<file path="config.mk">
export PLATFORM = sky130hd
export DESIGN_NAME = if_fetch_queue
export DESIGN_NICKNAME = d
export VERILOG_FILES = /design/src/rtl/if_fetch_queue.sv
export SDC_FILE = /design/constraint.sdc
export NUM_CORES = 1
export LEC_CHECK = 0
export ABC_CLOCK_PERIOD_IN_PS = 3990
export BUFFER_PORTS_ARGS = -buffer_cell sky130_fd_sc_hd__buf_2
export CAP_MARGIN = 20
export CORE_AREA = 2 2 190 173
export DETAILED_ROUTE_END_ITERATION = 16
export DIE_AREA = 0 0 192 175
export HOLD_SLACK_MARGIN = 0.03
export PLACE_DENSITY = 0.83
export SLEW_MARGIN = 0
export SYNTH_ARGS = -nofsm -noshare
export SYNTH_HDL_FRONTEND = slang
export SYNTH_SLANG_ARGS = --single-unit
</file>
<file path="constraint.sdc">
create_clock -name clk -period 3.99 [get_ports clk]
set_input_delay 0.5985 -clock clk [delete_from_list [all_inputs] [get_ports clk]]
set_output_delay 0.5985 -clock clk [all_outputs]
set_load 0.1 [all_outputs]
</file>
<file path="src/rtl/if_fetch_queue.sv">
// Instruction-fetch queue: issues in-order PC requests to instruction memory and
// buffers tagged {pc, instr} pairs for decode, with back-pressure and flush.
module if_fetch_queue #(
  parameter int unsigned ADDR_W  = 64,
  parameter int unsigned INSTR_W = 32,
  parameter int unsigned DEPTH   = 4
) (
  input  logic               clk,
  input  logic               reset,
  input  logic [ADDR_W-1:0]  pc_in,
  input  logic               pc_valid,
  output logic               pc_ready,
  output logic               imem_req_valid,
  output logic [ADDR_W-1:0]  imem_req_addr,
  input  logic               imem_req_ready,
  input  logic               imem_rsp_valid,
  input  logic [INSTR_W-1:0] imem_rsp_data,
  input  logic               flush,
  output logic               id_valid,
  output logic [ADDR_W-1:0]  id_pc,
  output logic [INSTR_W-1:0] id_instr,
  input  logic               id_ready,
  output logic               err
);

  localparam int unsigned IdxW = $clog2(DEPTH);
  localparam int unsigned PtrW = IdxW + 1;

  typedef logic [PtrW-1:0] ptr_t;

  localparam ptr_t DepthP = ptr_t'(DEPTH);

  ptr_t wr_q, wr_d;
  ptr_t fill_q, fill_d;
  ptr_t rd_q, rd_d;
  ptr_t drop_q, drop_d;
  logic err_q, err_d;

  logic [ADDR_W-1:0]  pc_q    [DEPTH];
  logic [INSTR_W-1:0] instr_q [DEPTH];
  logic [DEPTH-1:0]   full_q;

  logic [IdxW-1:0] wr_idx, fill_idx, rd_idx;
  ptr_t            used, outstanding;
  logic            credit_ok, accept, fill_en, pop;

  assign wr_idx      = wr_q[IdxW-1:0];
  assign fill_idx    = fill_q[IdxW-1:0];
  assign rd_idx      = rd_q[IdxW-1:0];
  assign used        = wr_q - rd_q;
  assign outstanding = wr_q - fill_q;

  assign credit_ok      = (used < DepthP) && (drop_q == '0) && reset && !flush;
  assign imem_req_valid = pc_valid && credit_ok;
  assign imem_req_addr  = pc_in;
  assign pc_ready       = credit_ok && imem_req_ready;
  assign accept         = imem_req_valid && imem_req_ready;

  assign id_valid = full_q[rd_idx] && (used != '0) && !flush && reset;
  assign id_pc    = pc_q[rd_idx];
  assign id_instr = instr_q[rd_idx];
  assign pop      = id_valid && id_ready;
  assign err      = err_q;

  always_comb begin
    wr_d    = wr_q;
    fill_d  = fill_q;
    rd_d    = rd_q;
    drop_d  = drop_q;
    err_d   = err_q;
    fill_en = 1'b0;
    if (flush) begin
      wr_d   = '0;
      fill_d = '0;
      rd_d   = '0;
      // A response landing in the flush cycle belongs to the abandoned stream.
      if (imem_rsp_valid && (drop_q == '0) && (outstanding == '0)) begin
        err_d  = 1'b1;
        drop_d = '0;
      end else begin
        drop_d = drop_q + outstanding - ptr_t'(imem_rsp_valid);
      end
    end else begin
      if (accept) begin
        wr_d = wr_q + ptr_t'(1);
      end
      if (imem_rsp_valid) begin
        if (drop_q != '0) begin
          drop_d = drop_q - ptr_t'(1);
        end else if (outstanding != '0) begin
          fill_d  = fill_q + ptr_t'(1);
          fill_en = 1'b1;
        end else begin
          err_d = 1'b1;
        end
      end
      if (pop) begin
        rd_d = rd_q + ptr_t'(1);
      end
    end
  end

  always_ff @(posedge clk) begin
    if (!reset) begin
      wr_q   <= '0;
      fill_q <= '0;
      rd_q   <= '0;
      drop_q <= '0;
      err_q  <= 1'b0;
      full_q <= '0;
    end else begin
      wr_q   <= wr_d;
      fill_q <= fill_d;
      rd_q   <= rd_d;
      drop_q <= drop_d;
      err_q  <= err_d;
      if (flush) begin
        full_q <= '0;
      end else begin
        // Accept and fill never target the same slot: a full ring blocks accepts.
        if (accept) begin
          full_q[wr_idx] <= 1'b0;
        end
        if (fill_en) begin
          full_q[fill_idx] <= 1'b1;
        end
      end
    end
  end

  // Payload storage carries no reset; validity lives in full_q.
  always_ff @(posedge clk) begin
    if (accept) begin
      pc_q[wr_idx] <= pc_in;
    end
    if (fill_en) begin
      instr_q[fill_idx] <= imem_rsp_data;
    end
  end

endmodule

</file>
[After elaboration in Yosys (flattened, before gate mapping)]
Memory sizes are Yosys's and may differ from the RTL's. A register that Yosys moved wholly into a read port is not among the register bits.
Cells that the tools add are included.
Operators by class
  add/subtract/negate cells: 8
  multiply operators: 0
  divide/modulo/power cells: 0
  order comparisons: 6
  equality and inequality tests: 3
  shift operators: 0
  muxes and demuxes: 31
  bitwise operators: 5
  reductions and logical operators: 26
Operators by type and width (count)
  $mux W1: 16
  $mux W4: 4
  $logic_and A1 B1 Y1: 14
  $mux W3: 4
  $add A3 B1 Y3 const B: 3
  $lt A2 B3 Y1 const B: 3
  $reduce_bool A3 Y1: 3
  $mux W2: 4
  $logic_not A3 Y1: 2
  $sub A3 B3 Y3: 2
  $and A4 B4 Y4: 1
  $demux W1 S2: 2
  $ge A2 B1 Y1 const B: 2
  $ne A2 B2 Y1 const B: 2
  $not A4 Y4: 1
  $or A4 B4 Y4: 1
  $reduce_and A4 Y1: 1
  $reduce_bool A2 Y1: 2
  $add A3 B3 Y3: 1
  $lt A3 B3 Y1 const B: 1
  $reduce_and A3 Y1: 1
  $sub A3 B1 Y3: 1
  $sub A3 B1 Y3 const B: 1
  $bmux W1 S2: 1
  other kinds (5): 6
Storage, ports and cells
  register bits: 17
  latch bits: 0
  RAM bits: 384
  memory bits (read-only): 0
  input bits: 103
  output and inout bits: 164
  word-level logic and storage cells: 87
  memories kept: 2
Memory list
  pc_q: words 4, width 64, read ports 1, clocked after memory_dff 1, wr ports 1, RTL line 39  | logic [ADDR_W-1:0] pc_q [DEPTH];
  instr_q: words 4, width 32, read ports 1, clocked after memory_dff 1, wr ports 1, RTL line 40  | logic [INSTR_W-1:0] instr_q [DEPTH];

[Depth between registers and ports, before layout]
Gate-level depths: netlist of the first run.
  word-level depth: 12
  mapped depth: 10
  depth with buffers taken out: 10

[Worst setup path after synthesis of the first run]
Ideal clock, no wire load.
  path type: reg2reg
  start point: register wr_q[0]
  end point: memory pc_q[0][0] (enable)
  library setup time: 429 ps
  data arrival time: 4112 ps
  required time: 3561 ps
  slack: -552 ps
  stages on the path, launching flop included: 8
  buffers on the path: 0
  clock period less this slack: 4542 ps
  cell sequence: dfxtp_1 inv_1 ha_1 fa_1 xor3_4 nor3_1 and2_1 and3_1
Between the ends
  word-level cells in the longest chain between the ends: 9
Ends and longest elaborated chain
  from (decl): RTL line 33  | ptr_t wr_q, wr_d;
  from (signal assigned): RTL line 112  | wr_q <= wr_d;
  $sub A3 B3 Y3: RTL line 50  | assign used = wr_q - rd_q;
  $lt A3 B3 Y1: RTL line 53  | assign credit_ok = (used < DepthP) && (drop_q == '0) && reset && !flush;
  $logic_and A1 B1 Y1 (3 in series): RTL line 53
  $logic_and A1 B1 Y1: RTL line 54  | assign imem_req_valid = pc_valid && credit_ok;
  via imem_req_valid: RTL line 13  | output logic imem_req_valid,
  $logic_and A1 B1 Y1: RTL line 57  | assign accept = imem_req_valid && imem_req_ready;
  $mux W1: RTL line 133  | if (accept) begin
  $mux W1 (implied by the code): RTL line 134  | pc_q[wr_idx] <= pc_in;
  to (decl): RTL line 39
The timed path passes the listed nets, and every way through them passes these cells.

[Worst setup path in the final report of the first run]
  start point: register wr_q[0]
  end point: output imem_req_valid
Between the ends
  word-level cells in the longest chain between the ends: 6
Ends and longest elaborated chain (RTL line)
  $sub A3 B3 Y3: 50
  $lt A3 B3 Y1: 53
  $logic_and A1 B1 Y1 (3 in series): 53
  $logic_and A1 B1 Y1: 54
  to (decl): 13
Every way passes these cells.

==> flow_summary.yaml, run 1 <==
outcome:
  status: "completed"
timing:
  slew_viol_final: 0
  tightestPinTransition_ps: 709.6
  fin_tns_setup_ps: 0
  max_freq_ghz: 0.2741
  relSlewSlack_pct: 52.69
  finClkSkew_ps: 13.06
  finalSetupViolCount: 0
  layout_min_cycle_time_ps: 3648
  rsz0062_at_grt: "no"
  fin_crit_sh_pct: 91.43
  final_hold_viol_count: 0
clock_network:
  post_cts_buffers: 0
  root_buffer: "clkbuf_16"
  numCtsBuffers: 40
  clkSlewWorstSetupHoldPaths_ps: 60
  cts_resized: 0
  clock_sinks: 403
  hold_buffers: 0
  htreeDepth: 2
  worst_skew_pair.late_latency_ps: 520
  cts_tree: "yes"
  clock_path_buffers: 3
global_route:
  antenna_found_initial: 1
  grt_pass1_wl_mm: 44.02
  grtUsageTotal_pct: 17.46
  overflow: 0
  grt_pass1_vias: 7615
  grt_max_degree: 69
drt:
  drt_iter0_markers: 593
  wirelength_mm: 29.34
  drc_errors: 0
  first_pass_iters: 5
  vias_per_cell: 5.389
  num_vias: 7399
  ant_nets: 0
  detail_route.wl_per_cell_microns: 21.37
power:
  irDropWorstVdd_uv: 410.8
  powerDensity_nw_per_um2: 483.9
  leakage_nw: 6.266
placed_design:
  placed_cells: 1301
  hpwl_mm: 18.91
  gp_congestion: 0.8064
  place.port_buffers: 266
synth:
  synth_area_per_cell_sq_um: 22.50
  yosysSeqAreaShare_pct: 76.49
  ys_seq_elements: 403
  synthesis.instances: 692
  yosysUniqueCellTypes: 41
  yosysWarningCount: 0
  synth.net_count: 814
  syn-cell-area_sq_um: 15570
die:
  die_y_microns: 175
  placementRows: 62
  initial_utilization_pct: 49.20
  io_pins: 267
  die_area_sq_um: 33600
  design.core.area_sq_um: 31650
  fp.dieW_microns: 192
critical_path:
  worstPathMaxFanout: 5
  crit_path_start_kind: "flip-flop"
  critPathRequiredTime_ps: 3390
  worstPathArrival_ps: 3050
  reg2reg_depth: 8
  cp_slowest_cell: "buf_2"
  path_cells: "inv_1 > ha_1 > fa_1 > xor3_4 > nor3_1 > and2_1 > buf_2"
  cp_slowest_stage_delay_ps: 460
  end_kind: "primary output"
  crit_type: "flip-flop to primary output"
layout:
  stdcell_count: 1373
  fin_nets: 1049
  area_delta_synth_final_pct: 17.56
  diodes: 0
  drive_gt1_share_pct: 47.23
min_path:
  hold_path.class: "input pin to flip-flop"
  holdPathStages: 1
flow_run:
  drv_cap: 0
routing by layer:
metal	track usage (%)	vias to the layer above	routed length [microns]
met5	0	-	13
met4	4.739	2	671
met3	3.716	49	2278
met2	28.96	308	14580
met1	23.72	3803	11790
li1	-	3237	-
critical path, delay by kind of cell (launching register included):
family | cells | cell delay (ps)
flip-flops | 1 | 390
AND/OR/NAND/NOR | 2 | 580
adder cells (fa/ha/maj) | 2 | 590
XOR/XNOR | 1 | 390
buffers and inverters | 2 | 580
cell usage after synthesis, drive strengths merged:
| cell type | instances | area, sq um |
|---|---|---|
| a21boi | 4 | 30.03 |
| a21o | 1 | 7.510 |
| a21oi | 4 | 20.02 |
| a311oi | 1 | 26.28 |
| a31oi | 3 | 18.77 |
| and2 | 3 | 18.77 |
| and2b | 1 | 8.760 |
| and3 | 2 | 12.51 |
| and3b | 4 | 38.79 |
| buf | 76 | 538.0 |
| clkbuf | 13 | 68.82 |
| dfxtp | 19 | 380.4 |
| edfxtp | 384 | 11530 |
| fa | 3 | 60.06 |
| ha | 16 | 200.2 |
| inv | 11 | 41.29 |
| mux2i | 2 | 20.02 |
| mux4 | 97 | 2185 |
| nand2 | 9 | 33.78 |
| nand2b | 3 | 18.77 |
| nand3 | 1 | 5.000 |
| nand3b | 1 | 7.510 |
| nand4 | 1 | 6.260 |
| nor2 | 9 | 33.78 |
| nor3 | 1 | 5.000 |
| nor4 | 2 | 42.54 |
| o2111a | 1 | 11.26 |
| o211a | 1 | 10.01 |
| o21a | 3 | 22.52 |
| o21ai | 4 | 20.02 |
| o31ai | 2 | 15.01 |
| or2b | 1 | 8.760 |
| xnor2 | 5 | 43.79 |
| xnor3 | 2 | 46.29 |
| xor2 | 1 | 8.760 |
| xor3 | 1 | 27.53 |
area by class of cell:
type | instances | area [sq um]
Tap cell | 416 | 520.5
Sequential cell | 403 | 11920
Fill cell | 2298 | 13340
Clock buffer | 48 | 1031
Multi-Input combinational cell | 189 | 3033
Inverter | 11 | 41.29
Timing Repair Buffer | 282 | 1526
Clock inverter | 24 | 235.2
report_power, final:
part / switching [W] / internal, W / leakage (nW)
clock: 0.00148 / 0.00211 / 0.617
sequential: 0.00000814 / 0.00465 / 3.61
combinational: 0.000498 / 0.000116 / 2.04
total: 0.00198 / 0.00687 / 6.27
flip-flops by register name, indices dropped and copies added (netlist names), named ones only:
register,count
drop_q,3
wr_q,3
fill_q,3
err,1
instr_q,128
rd_q,3
full_q,4
pc_q,256
metrics by stage:
| step | hold slack [ps] | setup WS (ps) | total power (W) | util, % | cell area [sq um] |
|---|---|---|---|---|---|
| floorplan | 435.1 | 44.23 | 0.005239 | - | 15570 |
| CTS | 270.7 | 319.4 | 0.008939 | 57.84 | 18310 |
| detailed placement | 450.8 | 829.8 | 0.005360 | 53.84 | 17040 |
| global placement | 451.4 | 863.4 | 0.005350 | 53.84 | 17040 |
| global route | 282.2 | 237.0 | 0.009133 | 57.84 | 18310 |
| finish | 296.0 | 341.8 | 0.008859 | 57.84 | 18310 |
final timing paths:
path                    start              to  slack [ps]
max                   wr_q[0]  imem_req_valid         340
min          imem_rsp_data[7]   instr_q[1][7]         300
max reg2reg           wr_q[0]     pc_q[2][54]         830
min reg2reg               err             err         450
cell usage in the layout, fill, tap and decap left out, types with 3 or more instances in the layout:
cell and instances:
xnor2_1 5, clkbuf_1 8, o21ai_0 4, inv_1 11, a31oi_1 3, and3b_2 3
ha_1 16, mux4_2 97, a21oi_1 4, edfxtp_1 384, o21a_1 3, nor2_1 8
buf_12 6, buf_4 10, clkinv_1 7, dfxtp_1 17, clkbuf_16 40, fa_1 3
bufinv_16 4, clkinv_2 8, nand2_1 9, buf_2 266, a21boi_0 4, nand2b_1 3
kinds of logic after synthesis:
kind of cell / after synthesis / synth area share [%]
compound gates: 24 / 1.165
flops: 403 / 76.49
fa+ha+maj: 19 / 1.671
xor+xnor: 9 / 0.8115
simple gates: 38 / 1.543
mux: 99 / 14.16
buf+inv: 100 / 4.162
No activity file was read; power rests on OpenSTA's default activity.
==> inputs of run 2 (changes only) <==
--- a/config.mk
+++ b/config.mk
@@ -9,7 +9,7 @@
 export BUFFER_PORTS_ARGS = -buffer_cell sky130_fd_sc_hd__buf_2
 export CAP_MARGIN = 20
-export CORE_AREA = 2 2 190 173
+export CORE_AREA = 4 4 192 175
 export DETAILED_ROUTE_END_ITERATION = 16
-export DIE_AREA = 0 0 192 175
+export DIE_AREA = 0 0 196 179
 export HOLD_SLACK_MARGIN = 0.03
 export PLACE_DENSITY = 0.83
==> constraint.sdc (replaced) <==
create_clock -name clk -period 3.99 [get_ports clk]
set_input_delay 0.5985 -clock clk [delete_from_list [all_inputs] [get_ports clk]]
set_output_delay 0.5985 -clock clk [all_outputs]
set_load 0.005 [all_outputs]
==> flow_summary.yaml, run 2 (synthesis results as in run 1) <==
placed_design:
  post-place-ws_ps: 842.5
  placed_area_sq_um: 17030
  hpwl_mm: 19.69
  gp_congestion: 0.7470
  place.port_buffers: 266
critical_path:
  cp_top_family: "adder cells"
  critPathRequiredTime_ps: 3390
  end_kind: "primary output"
  worstPathArrival_ps: 2620
  path_cells: "inv_1 > ha_1 > fa_1 > xor3_4 > nor3_1 > and2_1 > buf_2"
  crit_path_start_kind: "flip-flop"
  crit_type: "flip-flop to primary output"
  cp_slowest_cell: "dfxtp_1"
  reg2reg_from: "wr_q[0]"
  worstPathMaxFanout: 5
  cp_slowest_stage_delay_ps: 390
  path_buf_inv: 2
  crit_path_start: "wr_q[0]"
layout:
  finalInstanceArea_sq_um: 18340
  area_delta_synth_final_pct: 17.77
  final_cell_mix: "edfxtp_1, buf_2, mux4_2"
  final_core_util_pct: 57.95
  final_common_cell: "edfxtp_1"
  drive_gt1_share_pct: 47.55
  regMostFlops: "pc_q"
  largest_reg_flops: 256
  fin_nets: 1051
  reg.largest.list: "pc_q (256), instr_q (128), full_q (4)"
timing:
  final_hold_viol_count: 0
  finalSetupViolCount: 0
  max_freq_ghz: 0.3104
  slew_viol_final: 0
  fin_crit_sh_pct: 80.74
  layout_min_cycle_time_ps: 3221
  rsz0062_at_grt: "no"
  fin_ws_ps: 768.5
  finClkSkew_ps: 20.96
  fin_tns_setup_ps: 0
  tightestPinTransition_ps: 862.3
  relSlewSlack_pct: 42.51
clock_network:
  clock_sinks: 403
  clock_path_buffers: 3
  cts_tree: "yes"
  worst_skew_pair.late_latency_ps: 520
  clkSlewWorstSetupHoldPaths_ps: 60
  cts_resized: 0
  post_cts_buffers: 0
  root_buffer: "clkbuf_16"
  hold_buffers: 0
  htreeDepth: 2
  numCtsBuffers: 40
die:
  design.core.area_sq_um: 31650
  placementRows: 62
  die_y_microns: 179
  io_pins: 267
  fp.dieW_microns: 196
  initial_utilization_pct: 49.20
  die_area_sq_um: 35080
global_route:
  grt_pass1_vias: 7846
  antenna_found_initial: 2
  grtUsageTotal_pct: 16.93
  overflow: 0
  grt_max_degree: 47
  grt_pass1_wl_mm: 45.81
power:
  p_total_w: 0.008549
  irDropWorstVdd_uv: 376.8
  powerDensity_nw_per_um2: 466.1
  leakage_nw: 6.276
flow_run:
  drv_cap: 0
outcome:
  status: "completed"
drt:
  vias_per_cell: 5.320
  num_vias: 7347
  drt_iter0_markers: 449
  drc_errors: 0
  wirelength_mm: 30.19
  ant_nets: 0
  first_pass_iters: 4
  detail_route.wl_per_cell_microns: 21.86
min_path:
  worstHoldStart: "imem_rsp_data[3]"
  hold_path.class: "input pin to flip-flop"
run 2: layout make-up:
cell class,count,area [sq um]
antenna,4,10.01
clock buffer,51,1085
clock inverter,23,215.2
fill,2305,13310
inverter,11,41.29
multi-input combinational,189,3033
sequential,403,11920
tap,416,520.5
timing repair buffer,284,1516
run 2: stage by stage:
step | std cells | hold slack [ps]
after floorplan | 692 | 435.1
after global placement | 1303 | 445.1
after detailed placement | 1303 | 459.9
after CTS | 1377 | 267.3
after global routing | 1378 | 275.0
final | 1381 | 294.1
run 2: final timing paths:
check | endpoint | slack, ps | cells after the start
setup reg to reg | pc_q[2][55] | 840 | 8
hold reg to reg | err | 460 | 2
setup / recovery | imem_req_valid | 770 | 7
hold / removal | instr_q[3][3] | 290 | 1
run 2: report_power, final:
group | switching [W] | internal (W) | leakage (nW)
registers | 0.00000880 | 0.00465 | 3.61
logic | 0.000150 | 0.000115 | 2.05
clock network | 0.00149 | 0.00213 | 0.622
total | 0.00165 | 0.00690 | 6.28
run 2: routing by layer:
layer  routed length [microns]  share of wire [%]  up-vias  global-route usage [%]
met5                        13              0.043        -                       0
met4                       770                2.6        2                   4.683
met3                      2005                6.6       60                   3.758
met2                     15240                 50      262                   28.09
met1                     12160                 40     3763                   23.07
li1                          -                  -     3260                       -
==> inputs of run 3 (changes only) <==
Settings changed: ABC_AREA set to 1, ABC_CLOCK_PERIOD_IN_PS 3990 to 3300, CORE_AREA 4 4 192 175 to 4 4 184 168, DIE_AREA 0 0 196 179 to 0 0 188 172, PLACE_DENSITY 0.83 to 0.87.
Clock period 3.99 ns to 3.3 ns, I/O delays scaled along.
==> flow_summary.yaml, run 3 <==
outcome:
  status: "completed"
critical_path:
  crit_cells: 9
  crit_path_start_kind: "flip-flop"
  worstPathArrival_ps: 2420
  path_cells: "inv_1 > ha_1 > fa_1 > inv_1 > nand2_2 > a21oi_2 > inv_1 > nor2_1 > buf_2"
  cp_top_family: "adder cells"
  critPathMostFrequentCell: "inv_1"
  critPathRequiredTime_ps: 2800
  cp_slowest_stage_delay_ps: 410
  crit_type: "flip-flop to primary output"
  reg2reg_depth: 15
  worstPathMaxFanout: 6
  end_kind: "primary output"
  path_buf_inv: 4
  cp_slowest_cell: "fa_1"
synth:
  yosysWarningCount: 0
  ys_seq_elements: 403
  synthArstFlopShare_pct: 0
  yosysUniqueCellTypes: 29
  synth_flop_cell: "edfxtp_1"
  yosysMostFrequentCell: "edfxtp_1"
  synth_edf_count: 384
  synth_area_per_cell_sq_um: 13.36
  syn-cell-area_sq_um: 15980
  synthesis.instances: 1196
  synth_common_cells: "edfxtp_1, nor2_1, o21ai_0"
  yosysSeqAreaShare_pct: 74.56
  synth.net_count: 1318
  yosysTopAreaCell: "edfxtp_1"
  yosysTopAreaCellShare_pct: 72.18
  synth.area.top_cells: "edfxtp_1, o21ai_0, nor2_1"
drt:
  ant_nets: 0
  vias_per_cell: 5.521
  detail_route.wl_per_cell_microns: 18.53
  first_pass_iters: 4
  wirelength_mm: 33.75
  drc_errors: 0
  drt_iter0_markers: 781
  num_vias: 10060
global_route:
  grt_max_degree: 193
  grtUsageTotal_pct: 20.11
  grt_pass1_wl_mm: 51.82
  antenna_found_initial: 4
  overflow: 0
  grt_pass1_vias: 9941
layout:
  seqCellArea_sq_um: 11920
  reg.largest.list: "pc_q (256), instr_q (128), full_q (4)"
  fill_cells: 2031
  finalInstanceArea_sq_um: 18680
  fin_nets: 1516
  largest_reg_flops: 256
  final_common_cell: "edfxtp_1"
  area_delta_synth_final_pct: 16.93
  drive_gt1_share_pct: 25.65
  multi_input_area_sq_um: 3154
  regMostFlops: "pc_q"
  final_cell_mix: "edfxtp_1, buf_2, nor2_1"
timing:
  finClkSkew_ps: 11.64
  finalSetupViolCount: 0
  fin_ws_ps: 385.4
  rsz0062_at_grt: "no"
  layout_min_cycle_time_ps: 2915
  tightestPinTransition_ps: 786.2
  max_freq_ghz: 0.3431
  final_hold_viol_count: 0
  relSlewSlack_pct: 47.59
  fin_crit_sh_pct: 88.32
  slew_viol_final: 0
power:
  p_total_w: 0.01063
  irDropWorstVdd_uv: 400.5
  leakage_nw: 6.841
  powerDensity_nw_per_um2: 568.8
clock_network:
  clock_path_buffers: 3
  cts_resized: 0
  hold_buffers: 0
  numCtsBuffers: 40
  htreeDepth: 2
  clock_sinks: 403
  post_cts_buffers: 0
  root_buffer: "clkbuf_16"
  worst_skew_pair.late_latency_ps: 520
  cts_tree: "yes"
  clkSlewWorstSetupHoldPaths_ps: 60
die:
  placementRows: 59
  die_area_sq_um: 32340
  design.core.area_sq_um: 28860
  io_pins: 267
  fp.dieW_microns: 188
  die_y_microns: 172
  initial_utilization_pct: 55.35
placed_design:
  placed_area_sq_um: 17300
  gp_congestion: 0.8315
  post-place-ws_ps: 510.5
  place.port_buffers: 266
  hpwl_mm: 19.84
min_path:
  holdPathStages: 1
  hold_path.class: "input pin to flip-flop"
flow_run:
  drv_cap: 0
## run 3: cell types whose count changed after synthesis, sizes merged, moves of 8 or more
| cell | delta |
|---|---|
| nor2 | +208 |
| a21oi | +9 |
| nand2 | +33 |
| o22ai | +96 |
| o21ai | +198 |
| mux4 | -97 |
| inv | +38 |
| nand3 | +12 |
| nand4 | +8 |
| buf | +13 |
| clkbuf | +26 |
## run 3: cell families after synthesis
logic type,synth area share (%)
flip-flops,74.56
AO/OA/AOI/OAI,10.52
AND/OR/NAND/NOR,7.268
buffers and inverters,5.913
adder cells (fa/ha/maj),1.629
XOR/XNOR,0.1097
## run 3: routing by layer
layer	wire (microns)	vias to the layer above	global-route usage (%)
li1	-	4713	-
met2	17030	372	34.46
met4	878	2	7.307
met5	13	-	0
met3	2302	60	3.331
met1	13530	4913	26.44
## run 3: worst paths after layout
check	from	endpoint	slack, ps
max	wr_q[0]	pc_ready	390
min reg2reg	err	err	460
min	imem_rsp_data[10]	instr_q[0][10]	190
max reg2reg	wr_q[0]	drop_q[2]	420
## run 3: metrics by stage
stage,hold WS [ps],TNS [ps],std cells,utilization [%]
finish,193.2,0,1822,64.72
global route,174.2,0,1822,64.72
CTS,172.9,0,1819,64.69
detailed placement,461.3,0,1748,59.93
global placement,450.6,0,1748,59.93
floorplan,443.9,-62220,1196,-
## run 3: power by group
part	total [W]	internal (W)	switching [W]
Combinational	0.000331	0.000129	0.000202
Sequential	0.00563	0.00562	0.0000114
Clock	0.00466	0.00286	0.00180
## run 3: area by class of cell
class                      instances  area share (%)
tap                              396           2.652
timing repair buffer             284           8.252
sequential                       403           63.80
clock buffer                      46           5.707
multi-input combinational        616           16.89
inverter                          49           1.011
clock inverter                    25           1.648
antenna                            3         0.04019
## run 3: worst register-to-register path, cell delays in order (launching register included)
cell,delay (ps)
dfxtp_1,370
inv_1,120
ha_1,230
fa_1,480
ha_1,320
inv_1,70
fa_1,430
or2_2,300
nand2_1,60
nand2_1,60
nand2_1,60
nand3_1,60
nand2_1,70
nor2_1,40
nor2_1,80
nor2_1,40
